## src/rtl/sprite_animator_pkg.sv

```systemverilog
// Shared definitions for the sprite animator: animation modes, sequencer
// states, default sheet geometry and the stage-1 range-test helper.
package sprite_animator_pkg;

    typedef enum logic [1:0] {
        MODE_LOOP     = 2'd0,
        MODE_PINGPONG = 2'd1,
        MODE_ONESHOT  = 2'd2,
        MODE_RSVD     = 2'd3
    } anim_mode_t;

    typedef enum logic [1:0] {
        SEQ_IDLE = 2'd0,
        SEQ_PLAY = 2'd1,
        SEQ_HOLD = 2'd2
    } seq_state_t;

    localparam int DEF_SHEET_W = 320;
    localparam int DEF_ADDR_W  = 17;

    // Signed 11-bit offset lies in [0, limit); negative offsets never wrap into a hit.
    function automatic logic in_range(input logic [10:0] d, input int limit);
        return (d[10] == 1'b0) && (d < 11'(limit));
    endfunction

endpackage

```

## src/rtl/sprite_frame_seq.sv

```systemverilog
// Animation sequencer: frame_tick counter, loop / ping-pong / one-shot
// stepping of frame_idx and the one-shot done flag.
module sprite_frame_seq
    import sprite_animator_pkg::*;
#(
    parameter int FRAMES      = 4,
    parameter int FRAME_TICKS = 8
) (
    input  logic       clk,
    input  logic       rst_n,
    input  logic       frame_tick,
    input  logic       start,
    input  logic [1:0] mode,
    output logic [3:0] frame_idx,
    output logic       done
);

    localparam logic [3:0] LAST = 4'(FRAMES - 1);
    localparam int CNT_W = (FRAME_TICKS > 1) ? $clog2(FRAME_TICKS) : 1;
    localparam logic [CNT_W-1:0] CNT_LAST = CNT_W'(FRAME_TICKS - 1);

    seq_state_t       state_r;
    logic [CNT_W-1:0] cnt_r;
    logic             dir_down_r;
    logic [3:0]       frame_idx_r;
    logic             done_r;

    logic [3:0]       step_frame_s;
    logic             step_dir_down_s;
    logic             step_hold_s;

    // Next frame, direction and hold request should the current tick complete a step.
    always_comb begin
        step_frame_s    = frame_idx_r;
        step_dir_down_s = 1'b0;
        step_hold_s     = 1'b0;
        case (anim_mode_t'(mode))
            MODE_PINGPONG: begin
                if (LAST == 4'd0) begin
                    step_frame_s = 4'd0;
                end else if (!dir_down_r) begin
                    if (frame_idx_r == LAST) begin
                        step_dir_down_s = 1'b1;
                        step_frame_s    = frame_idx_r - 4'd1;
                    end else begin
                        step_frame_s    = frame_idx_r + 4'd1;
                    end
                end else begin
                    if (frame_idx_r == 4'd0) begin
                        step_frame_s    = 4'd1;
                    end else begin
                        step_dir_down_s = 1'b1;
                        step_frame_s    = frame_idx_r - 4'd1;
                    end
                end
            end
            MODE_ONESHOT: begin
                if ((frame_idx_r == LAST) || (frame_idx_r + 4'd1 == LAST)) begin
                    step_frame_s = LAST;
                    step_hold_s  = 1'b1;
                end else begin
                    step_frame_s = frame_idx_r + 4'd1;
                end
            end
            default: begin
                if (frame_idx_r == LAST) begin
                    step_frame_s = 4'd0;
                end else begin
                    step_frame_s = frame_idx_r + 4'd1;
                end
            end
        endcase
    end

    // Sequencer FSM; frame_idx only moves on a frame_tick so a video frame never tears.
    always_ff @(posedge clk or negedge rst_n) begin
        if (!rst_n) begin
            state_r     <= SEQ_IDLE;
            cnt_r       <= '0;
            dir_down_r  <= 1'b0;
            frame_idx_r <= 4'd0;
            done_r      <= 1'b0;
        end else begin
            dir_down_r <= (mode == MODE_PINGPONG) ? dir_down_r : 1'b0;
            case (state_r)
                SEQ_IDLE: begin
                    frame_idx_r <= 4'd0;
                    done_r      <= 1'b0;
                    cnt_r       <= '0;
                    dir_down_r  <= 1'b0;
                    state_r     <= start ? SEQ_PLAY : SEQ_IDLE;
                end
                SEQ_PLAY: begin
                    if (start) begin
                        frame_idx_r <= 4'd0;
                        cnt_r       <= '0;
                        dir_down_r  <= 1'b0;
                        done_r      <= 1'b0;
                    end else if (frame_tick) begin
                        if (cnt_r == CNT_LAST) begin
                            cnt_r       <= '0;
                            frame_idx_r <= step_frame_s;
                            dir_down_r  <= step_dir_down_s;
                            if (step_hold_s) begin
                                state_r <= SEQ_HOLD;
                                done_r  <= 1'b1;
                            end else begin
                                state_r <= SEQ_PLAY;
                            end
                        end else begin
                            cnt_r <= cnt_r + 1'b1;
                        end
                    end else begin
                        state_r <= SEQ_PLAY;
                    end
                end
                SEQ_HOLD: begin
                    if (start) begin
                        state_r     <= SEQ_PLAY;
                        frame_idx_r <= 4'd0;
                        done_r      <= 1'b0;
                        cnt_r       <= '0;
                        dir_down_r  <= 1'b0;
                    end else begin
                        frame_idx_r <= LAST;
                        done_r      <= 1'b1;
                    end
                end
                default: begin
                    state_r <= SEQ_IDLE;
                end
            endcase
        end
    end

    assign frame_idx = frame_idx_r;
    assign done      = done_r;

endmodule

```

## src/rtl/sprite_animator.sv

```systemverilog
// Animated sprite: beam position -> sprite-sheet address/enable via a two-stage
// registered pipeline. Define SPRITE_ANIM_MIRROR_EN for the flip_h mirror input.
module sprite_animator
    import sprite_animator_pkg::*;
#(
    parameter int WIDTH       = 21,
    parameter int HEIGHT      = 26,
    parameter int MEM_PIVOT_H = 0,
    parameter int MEM_PIVOT_V = 1,
    parameter int SHEET_W     = DEF_SHEET_W,
    parameter int FRAMES      = 4,
    parameter int FRAME_TICKS = 8,
    parameter int SCALE_SHIFT = 1,
    parameter int ADDR_W      = DEF_ADDR_W
) (
    input  logic              clk,
    input  logic              rst_n,
    input  logic [9:0]        pivot_h,
    input  logic [9:0]        pivot_v,
    input  logic [9:0]        vga_h,
    input  logic [9:0]        vga_v,
    input  logic              frame_tick,
    input  logic              start,
    input  logic [1:0]        mode,
`ifdef SPRITE_ANIM_MIRROR_EN
    input  logic              flip_h,
`endif
    output logic [ADDR_W-1:0] addr,
    output logic              en,
    output logic [3:0]        frame_idx,
    output logic              done
);

    logic [9:0]        h_s, v_s;
    logic [10:0]       dh_s, dv_s;
    logic              hit_s;
    logic [9:0]        dh_eff_s;
    logic [31:0]       addr_sum_s;

    logic              s1_hit_r;
    logic [9:0]        s1_dh_r, s1_dv_r;
    logic [3:0]        s1_frame_r;
    logic [ADDR_W-1:0] addr_r;
    logic              en_r;

    sprite_frame_seq #(
        .FRAMES      (FRAMES),
        .FRAME_TICKS (FRAME_TICKS)
    ) u_seq (
        .clk        (clk),
        .rst_n      (rst_n),
        .frame_tick (frame_tick),
        .start      (start),
        .mode       (mode),
        .frame_idx  (frame_idx),
        .done       (done)
    );

    // Stage-1 hit test in sheet scale with signed offsets.
    always_comb begin
        h_s   = vga_h >> SCALE_SHIFT;
        v_s   = vga_v >> SCALE_SHIFT;
        dh_s  = {1'b0, h_s} - {1'b0, pivot_h};
        dv_s  = {1'b0, v_s} - {1'b0, pivot_v};
        hit_s = in_range(dh_s, WIDTH) && in_range(dv_s, HEIGHT);
`ifdef SPRITE_ANIM_MIRROR_EN
        if (flip_h) begin
            dh_eff_s = 10'(WIDTH - 1) - dh_s[9:0];
        end else begin
            dh_eff_s = dh_s[9:0];
        end
`else
        dh_eff_s = dh_s[9:0];
`endif
    end

    // Stage-1 registers; offsets zeroed on a miss, frame snapshotted with the pixel.
    always_ff @(posedge clk or negedge rst_n) begin
        if (!rst_n) begin
            s1_hit_r   <= 1'b0;
            s1_dh_r    <= 10'd0;
            s1_dv_r    <= 10'd0;
            s1_frame_r <= 4'd0;
        end else begin
            s1_hit_r   <= hit_s;
            s1_dh_r    <= hit_s ? dh_eff_s : 10'd0;
            s1_dv_r    <= hit_s ? dv_s[9:0] : 10'd0;
            s1_frame_r <= frame_idx;
        end
    end

    // Sheet address of the pixel inside the snapshotted frame.
    always_comb begin
        addr_sum_s = 32'(MEM_PIVOT_H) + 32'(s1_frame_r) * 32'(WIDTH) + 32'(s1_dh_r)
                   + 32'(SHEET_W) * (32'(MEM_PIVOT_V) + 32'(s1_dv_r));
    end

    // Stage-2 registers; a miss presents address zero.
    always_ff @(posedge clk or negedge rst_n) begin
        if (!rst_n) begin
            addr_r <= '0;
            en_r   <= 1'b0;
        end else begin
            addr_r <= s1_hit_r ? ADDR_W'(addr_sum_s) : '0;
            en_r   <= s1_hit_r;
        end
    end

    assign addr = addr_r;
    assign en   = en_r;

endmodule

```

## config.mk

```make
export PLATFORM = sky130hd
export DESIGN_NAME = sprite_animator
export DESIGN_NICKNAME = d
export VERILOG_FILES = /design/src/rtl/sprite_animator_pkg.sv /design/src/rtl/sprite_frame_seq.sv /design/src/rtl/sprite_animator.sv
export SDC_FILE = /design/constraint.sdc
export NUM_CORES = 1
export LEC_CHECK = 0
export ABC_AREA = 1
export ABC_CLOCK_PERIOD_IN_PS = 5200
export CORE_ASPECT_RATIO = 1.1
export CORE_MARGIN = 2
export CORE_UTILIZATION = 56
export DETAILED_ROUTE_END_ITERATION = 8
export PLACE_DENSITY = 0.9
export SYNTH_ARGS = -nofsm -noshare
export SYNTH_HDL_FRONTEND = slang
export SYNTH_SLANG_ARGS = --single-unit
```

## constraint.sdc

```tcl
create_clock -name clk -period 5.2 [get_ports clk]
set_clock_uncertainty 0.1 [all_clocks]
set_input_delay 1.04 -clock clk [delete_from_list [all_inputs] [get_ports clk]]
set_output_delay 1.04 -clock clk [all_outputs]
set_load 0.05 [all_outputs]
```

==> out/summary.txt <==
FLOORPLANNING
--------------------------------------------------------------------------------------
Chip width                                                                    91.74 µm
Starting utilization of the core area                                           56.99%
Total die area                                                                9221 µm²
Floorplan Core Area                                                           8320 µm²
Core Rows                                                                           35
# IOs                                                                               69
Die Height                                                                    100.5 µm

TIMING
--------------------------------------------------------------------------------------
Max_slew headroom                                                               26.84%
Setup repair after global routing missed its margin                                 no
Final number of hold-violating endpoints                                             0
Sum Neg Setup Slack                                                               0 ns
Min Clock Period, post-route                                                  4.359 ns
Final worst path period share                                                   83.83%
Max Transition Viols Final                                                           0
Worst slew pin tran                                                           1.097 ns
WHS                                                                          0.4225 ns
Worst-case setup margin in the final layout                                  0.8408 ns
Total setup violations reported at the end of the flow                               0
Timing-limited maximum frequency                                             229.4 MHz

GLOBAL ROUTE
--------------------------------------------------------------------------------------
Global routing usage summed across all routing layers                           20.94%
Initial antenna violation count                                                      0
Number of global-route vias before repair                                         4020
First-pass GRT wire length                                                    16240 µm
Gr ovfl total                                                                        0
Pin count of the biggest net entering global routing                                55

DRT
--------------------------------------------------------------------------------------
Detailed-route via count                                                          4104
Wire length per cell after detailed routing                                   10.91 µm
ANT nets after route                                                                 0
Starting DRT DRC Count                                                             145
Final wirelength                                                               9003 µm
Initial DRT Pass Iterations                                                          4
Post-detailed-route via-to-cell ratio                                            4.975
DRC Markers                                                                          0

CRITICAL PATH
--------------------------------------------------------------------------------------
Element type at the critical path start                                      flip-flop
Endpoint arrival time on the critical path                                     4.50 ns
Crit path max-delay cell type                                                     fa_1
WS Path Type                                                                   reg2reg
Highest fanout seen on the critical path                                             5
Most numerous cell on the critical path                                        nand2_1
Reg2Reg Depth                                                                       26
Setup crit end kind                                                          flip-flop
Worst setup slack for register-to-register paths                               0.84 ns
Required time at the worst-slack endpoint                                      5.34 ns
Largest stage delay, worst path                                                0.48 ns

PWR
--------------------------------------------------------------------------------------
Switching Share                                                                 36.33%
Power dissipated by switching net loads                                      0.3989 mW
LEAKAGE                                                                       3.131 nW
Gate power share                                                                 38.3%
Internal power of the cells                                                  0.6990 mW
Power share of the clock group                                                   19.5%
Part of the total power dissipated in sequential elements                        42.1%
Power density of the placed cells                                         195.1 nW/µm²
Worst voltage drop across the vdd grid                                        134.8 µV
Tot Pwr                                                                       1.098 mW

CLOCK TREE
--------------------------------------------------------------------------------------
Clk pin slew, worst setup/hold paths                                           0.08 ns
Resized cells post-CTS                                                               0
Clock tree from TritonCTS                                                         done
Depth of the CTS H-tree                                                              2
Inserted Clock Buffers                                                               5
CTS root buf                                                                  clkbuf_8
Worst-Skew Late Latency                                                        0.30 ns
Setup Buffers After CTS                                                              0
Cts-stage hold buffer count                                                          0
Max Root-Sink Buffers                                                                2
Clock sinks                                                                         54

SYNTHESIS
--------------------------------------------------------------------------------------
Post-synthesis area per instance                                             7.468 µm²
Yosys synthesis warning count                                                        0
Adder and majority cell fraction of the synthesized area                        21.48%
Area share of xor/xnor cells in the synthesized design                          3.509%
Top-count cell post-synth                                                      nand2_1
Mux contribution to synthesized area                                                0%
Number of instances in the synthesized netlist                                     635
Sequential fraction of the synthesis area                                       28.50%
Library cell with the largest summed area after synthesis                      dfrtp_1
Share of synthesized registers carrying an async set or reset                   100.0%
Yosys reg bits                                                                      54
Combined area of all synthesized cells                                        4742 µm²
Number of enable flip-flop cells after synthesis                                     0
Compound-Gate Fraction of Synth Area                                            9.077%
Simple-gate share of the synthesized area                                       26.20%
Most used flip-flop cell after synthesis                                       dfrtp_1
Most area-consuming cells after synthesis                                 dfrtp_1, ha_1, nand2_1
Share of Yosys cell area claimed by the top area cell type                      28.50%
Number of distinct standard cells referenced by the synthesized netlist             37
Combinational family with the most area after synthesis                   simple AND/OR/NAND/NOR gates
Most instantiated cells after synthesis                                   nand2_1, inv_1, ha_1, dfrtp_1, nand3_1

FINAL LAYOUT
--------------------------------------------------------------------------------------
Synthesis-to-layout area growth                                                 18.68%
Post-route standard cell area excluding fillers                               5628 µm²
Count of nets after finishing                                                      836
Diode insertion count for antenna repair                                             0
Share of cells above drive strength 1                                           5.322%
Utilization after layout                                                        67.64%
Final instance count without filler cells                                          825

PLACE
--------------------------------------------------------------------------------------
Pre-CTS WS                                                                   0.9772 ns
Placed Cells                                                                       818
Count of port buffers added during placement                                        66
Final HPWL DP                                                                  7536 µm
Routability congestion estimate                                                 0.8980
Area post-placement                                                           5548 µm²

HOLD PATH
--------------------------------------------------------------------------------------
Cell count of the worst hold path                                                    0
Worst min-delay path category                                                  reg2reg

FLOW RUN
--------------------------------------------------------------------------------------
Max-capacitance violation count                                                      0

RUN STATUS
--------------------------------------------------------------------------------------
Run status                                                                finished, final reports clean

final timing paths:
path                                                 to                            from
worst min-delay path            s1_frame_r[3]$_DFF_PN0_  u_seq.frame_idx[3]$_DFFE_PN0P_
worst min register to register  s1_frame_r[3]$_DFF_PN0_  u_seq.frame_idx[3]$_DFFE_PN0P_
worst max register to register       addr[16]$_DFF_PN0_         s1_frame_r[1]$_DFF_PN0_
worst max-delay path                 addr[16]$_DFF_PN0_         s1_frame_r[1]$_DFF_PN0_
min in group asynchronous          s1_dv_r[9]$_DFF_PN0_                           rst_n
max in group asynchronous          s1_dh_r[4]$_DFF_PN0_                           rst_n
worst max-delay path: cells and delay by family, from the launching register on:
kind | cells | cell delay (ns)
adders and majority gates | 5 | 1.67
and+or+nand+nor | 13 | 1.21
AOI/OAI and AO/OA | 4 | 0.63
DFF | 1 | 0.37
buffers and inverters | 3 | 0.17
xor gates and xnor gates | 1 | 0.14
registers in the layout (all words and copies together), names as in the netlist:
name              count
s1_frame_r            4
u_seq.cnt_r           3
s1_hit_r              1
u_seq.done            1
s1_dh_r              10
u_seq.frame_idx       4
u_seq.state_r         2
u_seq.dir_down_r      1
en                    1
s1_dv_r              10
addr                 17
layout by cell type, fill, tap and decap left out, types with 9 or more instances in the layout:
master | synthesis | layout
conb_1 | 1 | 10
fa_1 | 9 | 9
nand3_1 | 41 | 41
inv_1 | 134 | 134
o21ai_0 | 24 | 24
nand2_1 | 142 | 142
dfrtp_1 | 54 | 54
a21oi_1 | 35 | 35
clkdlybuf4s50_1 | 0 | 65
ha_1 | 67 | 67
xor2_1 | 11 | 11
nor3_2 | 9 | 9
nor2_1 | 36 | 36
nand4_1 | 10 | 10
kinds of logic after synthesis:
kind of cell             after synthesis
flip-flops                            54
adder cells (fa/ha/maj)               76
other                                  1
AO/OA/AOI/OAI                         77
XOR/XNOR                              19
buffers and inverters                138
AND/OR/NAND/NOR                      270
power by group through the flow:
stage / combinational (mW) / sequential [mW] / clock, mW
after floorplan: 0.279 / 0.485 / 0
after global routing: 0.480 / 0.466 / 0.234
after global placement: 0.397 / 0.468 / 0
final: 0.421 / 0.463 / 0.214
after CTS: 0.420 / 0.462 / 0.217
after detailed placement: 0.417 / 0.470 / 0
metal layers:
metal | GRT usage, % | up-vias | wire, µm
met3 | 2.169 | 10 | 308
met2 | 38.86 | 88 | 4639
met4 | 6.774 | 0 | 125
met1 | 25.53 | 1847 | 3929
li1 | - | 2159 | -
met5 | 0 | - | 0
layout make-up:
class / count / area, µm²
multi-input combinational: 452 / 2895
clock inverter: 1 / 7.507
sequential: 54 / 1351
timing repair buffer: 66 / 655.6
fill: 667 / 2693
clock buffer: 6 / 72.57
inverter: 135 / 506.7
tap: 111 / 138.9
Power figures use the tool's default switching activity.
